[src/rtl/mac_sequencer_if.sv]
// Operand and result valid/ready streams of the dot-product MAC sequencer.
interface mac_sequencer_if #(
    parameter int IF_W  = 8,
    parameter int W_W   = 8,
    parameter int ACC_W = 16
) ();
    logic             in_valid;
    logic             in_ready;
    logic [IF_W-1:0]  in_if;
    logic [W_W-1:0]   in_w;
    logic             out_valid;
    logic             out_ready;
    logic [ACC_W-1:0] out_sum;
    logic             out_sat;

    modport master (
        output in_valid, in_if, in_w, out_ready,
        input  in_ready, out_valid, out_sum, out_sat
    );

    modport slave (
        input  in_valid, in_if, in_w, out_ready,
        output in_ready, out_valid, out_sum, out_sat
    );
endinterface

[src/rtl/mac_sequencer.sv]
// Dot-product sequencer: multiplies LEN (feature, weight) pairs and accumulates
// the (8,5) products into a saturating (16,5) accumulator.
module mac_sequencer #(
    parameter int IF_W  = 8,
    parameter int W_W   = 8,
    parameter int P_W   = 8,
    parameter int ACC_W = 16,
    parameter int LEN_W = 10
) (
    input  logic             clk,
    input  logic             rst,
    input  logic             start,
    input  logic [LEN_W-1:0] len,
    output logic             busy,
    mac_sequencer_if.slave   bus
);
    localparam int RAW_W = IF_W + W_W + 1;
    localparam logic signed [ACC_W-1:0] ACC_MAX = {1'b0, {(ACC_W-1){1'b1}}};
    localparam logic signed [ACC_W-1:0] ACC_MIN = {1'b1, {(ACC_W-1){1'b0}}};

    typedef enum logic [1:0] {S_IDLE, S_RUN, S_DRAIN, S_DONE} state_t;

    state_t                   r_state;
    logic [LEN_W-1:0]         r_remaining;
    logic signed [P_W-1:0]    r_prod;
    logic                     r_prod_v;
    logic signed [ACC_W-1:0]  r_acc;
    logic                     r_sat;
    logic                     r_in_ready;
    logic                     r_out_valid;
    logic                     r_busy;

    logic                     w_hs;
    logic signed [RAW_W-1:0]  w_feat_x;
    logic signed [RAW_W-1:0]  w_wt_x;
    logic signed [RAW_W-1:0]  w_raw;
    logic signed [P_W-1:0]    w_prod;
    logic signed [ACC_W:0]    w_sum;
    logic                     w_ovf;
    logic signed [ACC_W-1:0]  w_acc_next;

    assign w_hs = bus.in_valid && r_in_ready;

    // Feature is unsigned: zero-extend before the signed multiply; >>> gives floor.
    assign w_feat_x = RAW_W'($signed({1'b0, bus.in_if}));
    assign w_wt_x   = RAW_W'($signed(bus.in_w));
    assign w_raw    = w_feat_x * w_wt_x;
    assign w_prod   = P_W'(w_raw >>> 8);

    assign w_sum      = (ACC_W+1)'(r_acc) + (ACC_W+1)'(r_prod);
    assign w_ovf      = w_sum[ACC_W] != w_sum[ACC_W-1];
    assign w_acc_next = w_ovf ? (w_sum[ACC_W] ? ACC_MIN : ACC_MAX) : w_sum[ACC_W-1:0];

    always_ff @(posedge clk) begin
        if (rst) begin
            r_state     <= S_IDLE;
            r_remaining <= '0;
            r_prod      <= '0;
            r_prod_v    <= 1'b0;
            r_acc       <= '0;
            r_sat       <= 1'b0;
            r_in_ready  <= 1'b0;
            r_out_valid <= 1'b0;
            r_busy      <= 1'b0;
        end else begin
            r_prod_v <= w_hs;
            if (w_hs)
                r_prod <= w_prod;
            if (r_prod_v) begin
                r_acc <= w_acc_next;
                if (w_ovf)
                    r_sat <= 1'b1;
            end

            case (r_state)
                S_IDLE: begin
                    if (start) begin
                        r_acc  <= '0;
                        r_sat  <= 1'b0;
                        r_busy <= 1'b1;
                        if (len != '0) begin
                            r_state     <= S_RUN;
                            r_remaining <= len;
                            r_in_ready  <= 1'b1;
                        end else begin
                            r_state     <= S_DONE;
                            r_out_valid <= 1'b1;
                        end
                    end
                end
                S_RUN: begin
                    if (w_hs) begin
                        r_remaining <= r_remaining - LEN_W'(1);
                        if (r_remaining == LEN_W'(1)) begin
                            r_in_ready <= 1'b0;
                            r_state    <= S_DRAIN;
                        end
                    end
                end
                // Leave only once the last product has been folded into r_acc.
                S_DRAIN: begin
                    if (!r_prod_v) begin
                        r_state     <= S_DONE;
                        r_out_valid <= 1'b1;
                    end
                end
                S_DONE: begin
                    if (bus.out_ready) begin
                        r_state     <= S_IDLE;
                        r_out_valid <= 1'b0;
                        r_busy      <= 1'b0;
                    end
                end
                default: r_state <= S_IDLE;
            endcase
        end
    end

    assign busy          = r_busy;
    assign bus.in_ready  = r_in_ready;
    assign bus.out_valid = r_out_valid;
    assign bus.out_sum   = r_acc;
    assign bus.out_sat   = r_sat;
endmodule
[src/flat_wrapper.sv]
// flat-port wrapper written by rule: the top's interface ports become plain ports
module mac_sequencer_flat 
#(
    parameter int IF_W  = 8,
    parameter int W_W   = 8,
    parameter int P_W   = 8,
    parameter int ACC_W = 16,
    parameter int LEN_W = 10
)
  (clk, rst, start, len, busy, bus_in_valid, bus_in_if, bus_in_w, bus_out_ready, bus_in_ready, bus_out_valid, bus_out_sum, bus_out_sat);
  mac_sequencer_if #(.IF_W(IF_W), .W_W(W_W), .ACC_W(ACC_W)) bus_i ();
  input  logic clk;
  input  logic rst;
  input  logic start;
  input  logic [LEN_W-1:0] len;
  output logic busy;
  input wire logic [$bits(bus_i.in_valid)-1:0] bus_in_valid;
  input wire logic [$bits(bus_i.in_if)-1:0] bus_in_if;
  input wire logic [$bits(bus_i.in_w)-1:0] bus_in_w;
  input wire logic [$bits(bus_i.out_ready)-1:0] bus_out_ready;
  output wire logic [$bits(bus_i.in_ready)-1:0] bus_in_ready;
  output wire logic [$bits(bus_i.out_valid)-1:0] bus_out_valid;
  output wire logic [$bits(bus_i.out_sum)-1:0] bus_out_sum;
  output wire logic [$bits(bus_i.out_sat)-1:0] bus_out_sat;
  assign bus_i.in_valid = bus_in_valid;
  assign bus_i.in_if = bus_in_if;
  assign bus_i.in_w = bus_in_w;
  assign bus_i.out_ready = bus_out_ready;
  assign bus_in_ready = bus_i.in_ready;
  assign bus_out_valid = bus_i.out_valid;
  assign bus_out_sum = bus_i.out_sum;
  assign bus_out_sat = bus_i.out_sat;
  mac_sequencer #(.IF_W(IF_W), .W_W(W_W), .P_W(P_W), .ACC_W(ACC_W), .LEN_W(LEN_W)) u_core (.clk(clk), .rst(rst), .start(start), .len(len), .busy(busy), .bus(bus_i));
endmodule
[config.mk]
export PLATFORM = sky130hd
export DESIGN_NAME = mac_sequencer_flat
export DESIGN_NICKNAME = d
export VERILOG_FILES = /design/src/rtl/mac_sequencer_if.sv /design/src/rtl/mac_sequencer.sv /design/src/flat_wrapper.sv
export SDC_FILE = /design/constraint.sdc
export NUM_CORES = 1
export LEC_CHECK = 0
export CORE_UTILIZATION = 58
export CTS_BUF_LIST = sky130_fd_sc_hd__clkbuf_8
export DETAILED_ROUTE_END_ITERATION = 7
export PLACE_DENSITY = 0.92
export SYNTH_ARGS = -nofsm -noshare
export SYNTH_HDL_FRONTEND = slang
export SYNTH_SLANG_ARGS = --single-unit
[constraint.sdc]
create_clock -name clk -period 6.6 [get_ports clk]
set_input_delay 1.32 -clock clk [delete_from_list [all_inputs] [get_ports clk]]
set_output_delay 1.32 -clock clk [all_outputs]
set_load 0.005 [all_outputs]
# Word level (Yosys, flattened, before mapping)
# Cells that the tools add are included.
# word_totals
register_bits,41
inputBits,31
out_inout_bits,20
word_cells,67
# op_classes
add_sub_neg,2
mul,1
eq_ne,12
n_mux,32
reduce_logical,11
# op_table
op,n
$mux 16,5
$mux 10,3
$pmux 10 s2,1
$add 16x8->17,1
$mul 9x8->16,1
$reduce_and 5->1,3
$mux 1,13
$mux 2,6
$eq 10x1->1 const B,1
$reduce_bool 10->1,1
$sub 10x1->10 const B,1
$ne 2x2->1 const B,4
$pmux 2 s4,1
$ne 2x1->1 const B,3
$eq 2x2->1 const B,2
$pmux 1 s2,2
$reduce_and 4->1,1
$reduce_bool 2->1,2
$pmux 1 s3,1
$reduce_and 3->1,1
$reduce_bool 3->1,1
$eq 2x1->1 const B,1
$logic_not 2->1,1
$logic_and 1x1->1,1
$ne 1x1->1,1

# Logic depth before layout (Yosys ltp)
# Gate-level depths: netlist of the first run.
# depth
ltp_word,6
ltp_mapped,17
depth_no_buf,17

# Worst setup path before layout of the first run
# Ideal clock, no wire load.
# synth_timing
path_type,in2reg
startpoint,input port bus_in_w[7]
endpoint,register u_core.r_prod[5]
setup_time_ps,128
arrival_time_ps,5084
required_ps,6472
path_slack_ps,1388
stages,16
n_path_buf,0
cell_sequence,inv_1 nor2_1 fa_1 fa_1 fa_1 inv_1 fa_1 inv_1 ha_1 a21oi_1 nand2_1 a21oi_1 o21ai_0 a21boi_0 xor2_1 o31ai_1
# synth_between
elab_chain_len,1
# synth_lines
element,line_no,rtl
from (decl),flat_wrapper.sv:19,input wire logic [$bits(bus_i.in_w)-1:0] bus_in_w;
$mul 9x8->16,mac_sequencer.sv:47,assign w_raw = w_feat_x * w_wt_x;
to (signal assigned),mac_sequencer.sv:68,r_prod <= w_prod;
to (decl),mac_sequencer.sv:25,logic signed [P_W-1:0] r_prod;
# No other way between the ends.
# A chain may end at the register's enable or synchronous reset.

# Worst setup path in the final report of the first run
# Ends and elaborated chain as after synthesis.

==> results by group, run 1 <==
Status
  • Outcome: completed

Synth
  • Count leader, synth: ha_1
  • Sequential share of the synthesized area: around 18%
  • Share of the synthesized area in the top cell type: between 15 and 20%
  • Mapped Avg Cell Area: ~8.3 µm²
  • Register bit total from synthesis: approximately 40
  • Synth async-reset ratio: 0%
  • Post-synthesis cell area: 4640 µm²
  • Post-synth top area cell: dfxtp_1
  • Distinct cell type count of the synthesized netlist: 55
  • Top_reg_cell synth: dfxtp_1
  • Synth Net Count: 686
  • Post-synth top cells: ha_1, inv_1, nand2_1
  • Top cells by area, synth: dfxtp_1, ha_1, fa_1, and2_1, a21oi_1
  • Yosys warning count: 0
  • Number of enable flip-flop cells after synthesis: 0
  • Mapped Cells: around 560

Clock tree
  • CTS max path bufs: 2
  • CTS tree: done
  • Hold Buf Count CTS: 0
  • Cts bufs inserted: 5
  • H-tree depth: 2
  • Clk sinks: 41
  • Post-cts resize count: 0
  • Post-CTS setup repair buffer count: 0
  • Clk root buf: clkbuf_8
  • Clk Latency, worst-skew pair: ~0.3 ns
  • Clock-pin transition on the worst setup and hold timing paths: ~0.080 ns

Worst setup path
  • CP max stage cell: fa_1
  • Worst EP arrival: about 6 ns
  • Cells along the critical path: clkdlybuf4s50_1, inv_1, nor2_1, fa_1, fa_1, fa_1, inv_1, fa_1, inv_1, ha_1, a21oi_1, nand2_1, a21oi_1, o21ai_0, a21boi_0, xor2_1, o31ai_1
  • CP endpoint kind: flip-flop
  • Critical Path Most Common Cell: fa_1
  • CP required: between 6 and 7 ns
  • Crit path max fanout: 7
  • CP max stage delay: between 0.5 and 0.6 ns
  • CP Launch Type: primary input
  • WS Path Type: primary input to flip-flop

GRT
  • Tot GR Track Use: 25.6%
  • First-pass GRT wire length: 17.7 mm
  • Gr ovfl total: 0
  • Vias in the first global route: 3992
  • Largest net degree at the start of global routing: 27
  • Initial antenna violation count: 0

Routing
  • DRT iter0 DRCs: ~230
  • Drt drc: 0
  • Routed WL per cell: about 15 µm
  • DR vias/cell: around 6
  • DRT Pass-1 Iters: 5
  • ANT nets after route: 0
  • Via count: roughly 4200
  • WL final: 10.2 mm

Final layout
  • Finished Layout Cells: roughly 700
  • # fillers: between 500 and 600
  • Multi-input combinational cell area: roughly 3500 µm²
  • Layout cells sized above 1: about 3.8%
  • Post-layout util: between 60% and 70%
  • Register area: slightly above 800 µm²
  • Final net count: slightly above 700
  • Antenna Cells: 0
  • Area growth syn-to-layout: 13.6%

Floorplanning
  • Die area: ~8400 µm²
  • Die Width: around 91 µm
  • Starting Density: roughly 60%
  • FP Rows: 32
  • IO Pins: 51
  • Core ar.: around 7700 µm²
  • Die Y: 91.5 µm

Power
  • VDD IR max: between 0.2 and 0.25 mV
  • Pleak: approximately 2.5 nW
  • PD cells: approximately 270 nW/µm²

Placed design
  • Post-DP HPWL: 7.89 mm
  • Post-place setup slack: 0.518 ns
  • Placed cell count: between 600 and 700
  • Final Wtd Congestion: 0.931
  • IO Port Bufs: 50

Worst hold path
  • Worst min-delay path class: flip-flop to flip-flop

Timing
  • Fin. max-slew vios: 0
  • Tmin final: 5.81 ns
  • Setup_tns: 0 ns
  • Final WS setup: 0.787 ns
  • Max-slew headroom: between 10% and 20%
  • RSZ-0062 raised after global routing: no
  • Tcrit/Tclk final: 88.1%
  • Final Hold Viols: 0
  • Fmax achieved: 172 MHz
  • Worst Max-Slew Pin Slew: 1.30 ns
  • Setup violators final: 0
  • Fin Clk Skew: 0.00698 ns

Run
  • Total of max-cap violations: 0
==> layout by cell type, fill, tap and decap left out, types with 6 or more instances in the layout <==
cell             instances
nand3_1                 10
inv_1                   55
xor2_1                  11
clkdlybuf4s50_1         50
a21oi_1                 48
a211oi_1                13
fa_1                    36
nor2_1                  42
nand2_1                 52
o21ai_0                 33
dfxtp_1                 41
xnor2_1                 11
a21o_1                   6
ha_1                    60
and2_1                  41
==> metrics by stage <==
stage | hold slack [ns] | total power, mW | area [µm²]
6_report | 0.457 | 1.45 | 5270
2_1_floorplan | 0.436 | 1.06 | 4640
5_1_grt | 0.501 | 1.60 | 5270
4_1_cts | 0.462 | 1.44 | 5270
3_3_place_gp | 0.436 | 1.23 | 5190
3_5_place_dp | 0.443 | 1.27 | 5190
==> metal layers <==
layer / track usage, % / vias to the layer above / wire length [µm]
li1: - / 2028 / -
met4: 6.88 / 0 / 140
met1: 33.7 / 2007 / 4490
met5: 0 / - / 0
met2: 43.9 / 151 / 5080
met3: 3.60 / 19 / 529
==> final timing paths <==
check,from,end,slack (ns),cells past startpoint
max,bus_in_w[7],u_core.r_prod[5],0.79,17
min,u_core.bus.out_sat,u_core.bus.out_sat,0.46,2
max reg2reg,u_core.r_prod[7],u_core.bus.out_sum[11],3.67,8
min reg2reg,u_core.bus.out_sat,u_core.bus.out_sat,0.46,2
==> where the power goes <==
group          leakage (nW)  switching, mW  internal (mW)
sequential            0.335         0.0631          0.309
clock                0.0491         0.0915         0.0719
combinational          2.07          0.532          0.380
total                  2.46          0.687          0.761
==> cell families (layout without fill, tap and decap cells) <==
logic type / Yosys count / in the layout / synth area share, %
buffers and inverters: 72 / 113 / 6.20
flip-flops: 41 / 41 / 17.7
XOR/XNOR: 22 / 22 / 4.15
adder cells (fa/ha/maj): 97 / 97 / 31.9
AND/OR/NAND/NOR: 173 / 173 / 18.0
AO/OA/AOI/OAI: 153 / 153 / 21.8
multiplexers: 1 / 1 / 0.216
==> critical path, delay by kind of cell <==
kind | cells | cell delay, ns
AO/OA/AOI/OAI | 5 | 1.13
XOR/XNOR | 1 | 0.10
adder cells (fa/ha/maj) | 5 | 2.46
buffers and inverters | 4 | 0.83
AND/OR/NAND/NOR | 2 | 0.17
==> area by class of cell <==
cell class              count  area share [%]
clock buffers               5            1.30
clock inverters             3           0.261
inverters                  54            3.84
multi-input cells         446            67.0
flip-flops and latches     41            15.6
well taps                 102            2.42
repair buffers             51            9.63
==> state kept, by name, summed over array words and instances (netlist names) <==
register / cells
u_core.r_remaining: 10
u_core.bus.in_ready: 1
u_core.busy: 1
u_core.bus.out_sat: 1
u_core.bus.out_valid: 1
u_core.r_prod_v: 1
u_core.bus.out_sum: 16
u_core.r_state: 2
u_core.r_prod: 8
Note: power is estimated with default switching activity, not from simulation.
==> run 2, diff against run 1 <==
Settings changed: CORE_UTILIZATION 58 to 55, PLACE_DENSITY 0.92 to 0.88.
==> results by group, run 2 (synthesis results as in run 1) <==
Status
  • Outcome: completed

Timing
  • Final Hold Viols: 0
  • RSZ-0062 raised after global routing: no
  • Tmin final: about 5.7 ns
  • Setup violators final: 0
  • Fmax achieved: between 150 and 200 MHz
  • Tcrit/Tclk final: slightly below 90%
  • Max-slew headroom: between 10 and 15%
  • Worst Max-Slew Pin Slew: around 1.3 ns
  • Setup_tns: 0 ns
  • Fin. max-slew vios: 0
  • Fin Clk Skew: 0.00916 ns

Worst setup path
  • CP top delay family: adder cells
  • CP endpoint kind: flip-flop
  • Crit path max fanout: 7
  • Critical path buffers and inverters: 4
  • Reg2Reg Depth: 8
  • CP max stage cell: fa_1
  • Critical Path Most Common Cell: fa_1
  • Reg-to-Reg Start: u_core.r_prod[7]
  • Worst r2r dst: u_core.bus.out_sum[6]
  • CP required: around 6.8 ns
  • Cells along the critical path: clkdlybuf4s50_1, inv_1, nor2_1, fa_1, fa_1, fa_1, inv_1, fa_1, inv_1, ha_1, a21oi_1, nand2_1, a21oi_1, o21ai_0, a21boi_0, xor2_1, o31ai_1
  • WS Path Type: primary input to flip-flop
  • Flop2flop setup slack: 3.65 ns
  • CP Launch Type: primary input
  • Worst EP arrival: between 5 and 6 ns
  • CP max stage delay: approximately 0.55 ns

Final layout
  • Register area: a little over 800 µm²
  • Commonest non-fill, non-tap cells in the layout: ha_1, inv_1, nand2_1, clkdlybuf4s50_1, a21oi_1
  • # fillers: ~660
  • Area growth syn-to-layout: 14.5%
  • Finished Layout Cells: between 700 and 800
  • Commonest non-fill, non-tap cell in the layout: ha_1
  • Final instance area: 5310 µm²
  • Layout cells sized above 1: 3.83%
  • Antenna Cells: 0
  • Max reg flops: 16
  • Final net count: just over 700
  • Multi-input combinational cell area: between 3000 and 4000 µm²

Power
  • Net Sw Frac: 45.6%
  • Comb pwr share: slightly above 60%
  • Internal: between 800 and 900 µW
  • Power, Total: ~1.5 mW
  • Sequential share of power: 25.1%
  • VDD IR max: between 0.15 and 0.2 mV
  • P_sw: ~680 µW
  • Pleak: between 2 and 2.5 nW
  • PD cells: between 200 and 300 nW/µm²
  • Clock power frac: between 10% and 20%

GRT
  • Vias in the first global route: around 3900
  • Largest net degree at the start of global routing: 27
  • First-pass GRT wire length: ~17 mm
  • Tot GR Track Use: between 20% and 30%
  • Initial antenna violation count: 0
  • Gr ovfl total: 0

Floorplanning
  • Starting Density: a little under three fifths
  • Die Width: between 90 and 100 µm
  • Core ar.: 8180 µm²
  • IO Pins: 51
  • Die Y: approximately 94 µm
  • FP Rows: 33
  • Die area: roughly 8800 µm²

Routing
  • Via count: 4152
  • WL final: ~10 mm
  • ANT nets after route: 0
  • DRT iter0 DRCs: between 200 and 250
  • Drt drc: 0
  • DR vias/cell: approximately 5.9
  • DRT Pass-1 Iters: 5
  • Routed WL per cell: ~14 µm

Placed design
  • Final Wtd Congestion: slightly above 0.9
  • IO Port Bufs: 50
  • Placed cell count: 697
  • DP Area: between 5000 and 6000 µm²
  • Post-DP HPWL: around 8 mm

Worst hold path
  • Worst Hold End: u_core.bus.out_sat
  • Hold-critical path depth: 2
  • Min-delay src: u_core.bus.out_sat
  • Worst min-delay path class: flip-flop to flip-flop

Clock tree
  • Cts bufs inserted: 5
  • Post-CTS setup repair buffer count: 0
  • Post-cts resize count: 0
  • Clock-pin transition on the worst setup and hold timing paths: ~0.08 ns
  • CTS tree: done
  • Hold Buf Count CTS: 0
  • Clk root buf: clkbuf_8
  • Clk sinks: 41
  • Clk Latency, worst-skew pair: 0.30 ns
  • CTS max path bufs: 2
  • H-tree depth: 2

Run
  • Total of max-cap violations: 0
## run 2: cell types whose count changed in the layout (fill, tap and decap cells not counted), sizes merged
cell    delta
bufinv     +1
clkbuf     +1
clkinv     -2
## run 2: worst max path at each step
| stage | slack, ns | start | depth (start not counted) | to |
|---|---|---|---|---|
| after floorplan | 1.39 | bus_in_w[7] | 16 | u_core.r_prod[5] |
| after global placement | 0.73 | bus_in_w[7] | 17 | u_core.r_prod[5] |
| after detailed placement | 0.54 | bus_in_w[7] | 17 | u_core.r_prod[5] |
| after CTS | 0.86 | bus_in_w[7] | 17 | u_core.r_prod[5] |
| after global routing | 0.55 | bus_in_w[7] | 17 | u_core.r_prod[5] |
| final | 0.87 | bus_in_w[7] | 17 | u_core.r_prod[5] |
## run 2: power groups by stage
stage	Combinational [mW]	Clock [mW]	Sequential, mW
4_1_cts	0.900	0.216	0.371
3_3_place_gp	0.858	0	0.372
2_1_floorplan	0.700	0	0.358
5_1_grt	1.02	0.224	0.382
6_report	0.900	0.214	0.374
3_5_place_dp	0.895	0	0.376
## run 2: area by class of cell
| type | instances | share of cell area [%] |
|---|---|---|
| Multi-Input combinational cell | 446 | 66.5 |
| Sequential cell | 41 | 15.5 |
| Timing Repair Buffer | 51 | 9.56 |
| Inverter | 54 | 3.82 |
| Tap cell | 105 | 2.47 |
| Clock buffer | 6 | 1.55 |
| Clock inverter | 2 | 0.636 |
## run 2: worst min-delay path: stages (launching register included)
cell and delay (ns):
dfxtp_1 0.34, nand2_1 0.05, o21ai_0 0.05
## run 2: through the flow
stage | utilization (%) | hold WS, ns | setup WS (ns)
after floorplan | - | 0.436 | 1.39
after global placement | 63.5 | 0.440 | 0.725
after detailed placement | 63.5 | 0.456 | 0.543
after CTS | 65.0 | 0.467 | 0.855
after global routing | 65.0 | 0.486 | 0.548
final | 65.0 | 0.469 | 0.873
## run 2: per-layer routing
layer	vias to the layer above	wire (µm)	global-route usage (%)	part of all wire [%]
li1	2016	-	-	-
met1	1955	4500	33.1	44
met2	153	4930	39.3	48
met3	28	572	3.07	5.6
met4	0	199	7.31	2.0
met5	-	0	0	0
==> run 3, diff against run 2 <==
Clock period 6.6 ns to 6.5 ns, I/O delays scaled along.
==> results by group, run 3 (synthesis results as in run 1) <==
Final layout
  • Post-layout util: between 60 and 70%
  • Layout cells sized above 1: under 10%
  • Commonest non-fill, non-tap cell in the layout: ha_1
  • Area growth syn-to-layout: 13.5%
  • Final instance area: around 5300 µm²
  • Commonest non-fill, non-tap cells in the layout: ha_1, inv_1, nand2_1, clkdlybuf4s50_1, a21oi_1
  • Max reg flops: 16
  • Final net count: between 700 and 800
  • Antenna Cells: 0

Clock tree
  • Clk sinks: just over 40
  • Post-cts resize count: 0
  • Hold Buf Count CTS: 0
  • Post-CTS setup repair buffer count: 0
  • Cts bufs inserted: 5
  • CTS tree: done
  • Clk root buf: clkbuf_8
  • CTS max path bufs: 2
  • Clk Latency, worst-skew pair: roughly 0.30 ns
  • Clock-pin transition on the worst setup and hold timing paths: roughly 0.07 ns
  • H-tree depth: 2

Timing
  • Setup_tns: 0 ns
  • Max-slew headroom: 13.7%
  • Setup violators final: 0
  • Final Hold Viols: 0
  • RSZ-0062 raised after global routing: no
  • Hold Slack: 0.467 ns
  • Fmax achieved: between 150 and 200 MHz
  • Worst Max-Slew Pin Slew: about 1.3 ns
  • Fin. max-slew vios: 0
  • Fin Clk Skew: 0.0103 ns
  • Tcrit/Tclk final: 87.5%
  • Tmin final: between 5 and 6 ns

Floorplanning
  • Core ar.: 8180 µm²
  • Die Width: around 94 µm
  • IO Pins: a little over 50
  • FP Rows: 33
  • Starting Density: about 57%
  • Die area: around 8800 µm²
  • Die Y: around 94 µm

Power
  • Pleak: between 2 and 2.5 nW
  • VDD IR max: 0.219 mV
  • PD cells: approximately 280 nW/µm²

Worst setup path
  • Crit path max fanout: 7
  • CP Launch Type: primary input
  • Critical Path Most Common Cell: fa_1
  • CP top delay family: adder cells
  • Worst EP arrival: ~6 ns
  • Cells along the critical path: clkdlybuf4s50_1, inv_1, nor2_1, fa_1, fa_1, fa_1, inv_1, fa_1, inv_1, ha_1, a21oi_1, nand2_1, a21oi_1, o21ai_0, a21boi_0, xor2_1, o31ai_1
  • Worst Setup SP: bus_in_w[7]
  • CP max stage cell: fa_1
  • CP required: between 6 and 7 ns
  • Critical path buffers and inverters: 4
  • CP endpoint kind: flip-flop
  • Reg-to-Reg Start: u_core.r_prod[7]
  • CP max stage delay: ~0.55 ns
  • WS Path Type: primary input to flip-flop

Run
  • Total of max-cap violations: 0

Routing
  • DR vias/cell: 5.82
  • DRT iter0 DRCs: 214
  • Routed WL per cell: around 14 µm
  • ANT nets after route: 0
  • Via count: roughly 4100
  • Drt drc: 0
  • WL final: a little over 10 mm
  • DRT Pass-1 Iters: 4

Worst hold path
  • Worst min-delay path class: flip-flop to flip-flop
  • Min-delay src: u_core.bus.out_sat

GRT
  • Initial antenna violation count: 0
  • Tot GR Track Use: about a quarter
  • Largest net degree at the start of global routing: 27
  • Vias in the first global route: 3910
  • First-pass GRT wire length: between 15 and 20 mm
  • Gr ovfl total: 0

Placed design
  • IO Port Bufs: 50
  • Final Wtd Congestion: 0.921
  • Post-DP HPWL: around 8 mm
  • DP Area: between 5000 and 6000 µm²

Status
  • Outcome: completed
-- run 3: cell types whose count changed in the layout (fill, tap and decap cells not counted) --
cell / before / now
bufinv_16: 1 / 0
clkbuf_8: 6 / 5
inv_1: 55 / 54
clkinv_2: 0 / 1
-- run 3: power breakdown --
part	internal [mW]	leakage, nW	total [mW]	switching, mW
sequential	0.314	0.335	0.379	0.0652
combinational	0.384	2.07	0.911	0.527
clock	0.0708	0.0399	0.162	0.0910
total	0.769	2.45	1.45	0.683
-- run 3: final timing paths --
| check | end | depth (start not counted) | slack (ns) |
|---|---|---|---|
| worst max-delay path | u_core.r_prod[5] | 17 | 0.81 |
| worst min register to register | u_core.bus.out_sat | 2 | 0.47 |
| worst max register to register | u_core.bus.out_sum[7] | 8 | 3.61 |
| worst min-delay path | u_core.bus.out_sat | 2 | 0.47 |
-- run 3: tightest hold or removal path, stage by stage, from the launching register on --
cell and delay, ns:
dfxtp_1 0.33, nand2_1 0.05, o21ai_0 0.05
-- run 3: final cells by class --
type | instances | area, µm²
multi-input combinational | 446 | 3530
fill | 668 | 2910
sequential | 41 | 821
timing repair buffer | 51 | 508
inverter | 54 | 203
tap | 105 | 131
clock buffer | 5 | 68.8
clock inverter | 1 | 5.00
-- run 3: layer usage --
layer | vias to the layer above | routed length [µm] | global-route usage, %
met5 | - | 0 | 0
met4 | 0 | 131 | 5.51
met3 | 16 | 442 | 2.91
met2 | 116 | 4980 | 41.7
met1 | 1940 | 4590 | 31.7
li1 | 2020 | - | -
-- run 3: metrics by stage --
step                total power, mW  std cells  worst slack (ns)
finish                         1.45        703             0.811
global placement               1.25        697             0.645
global route                   1.59        703             0.510
detailed placement             1.29        697             0.484
CTS                            1.45        703             0.794
floorplan                      1.07        559              1.31
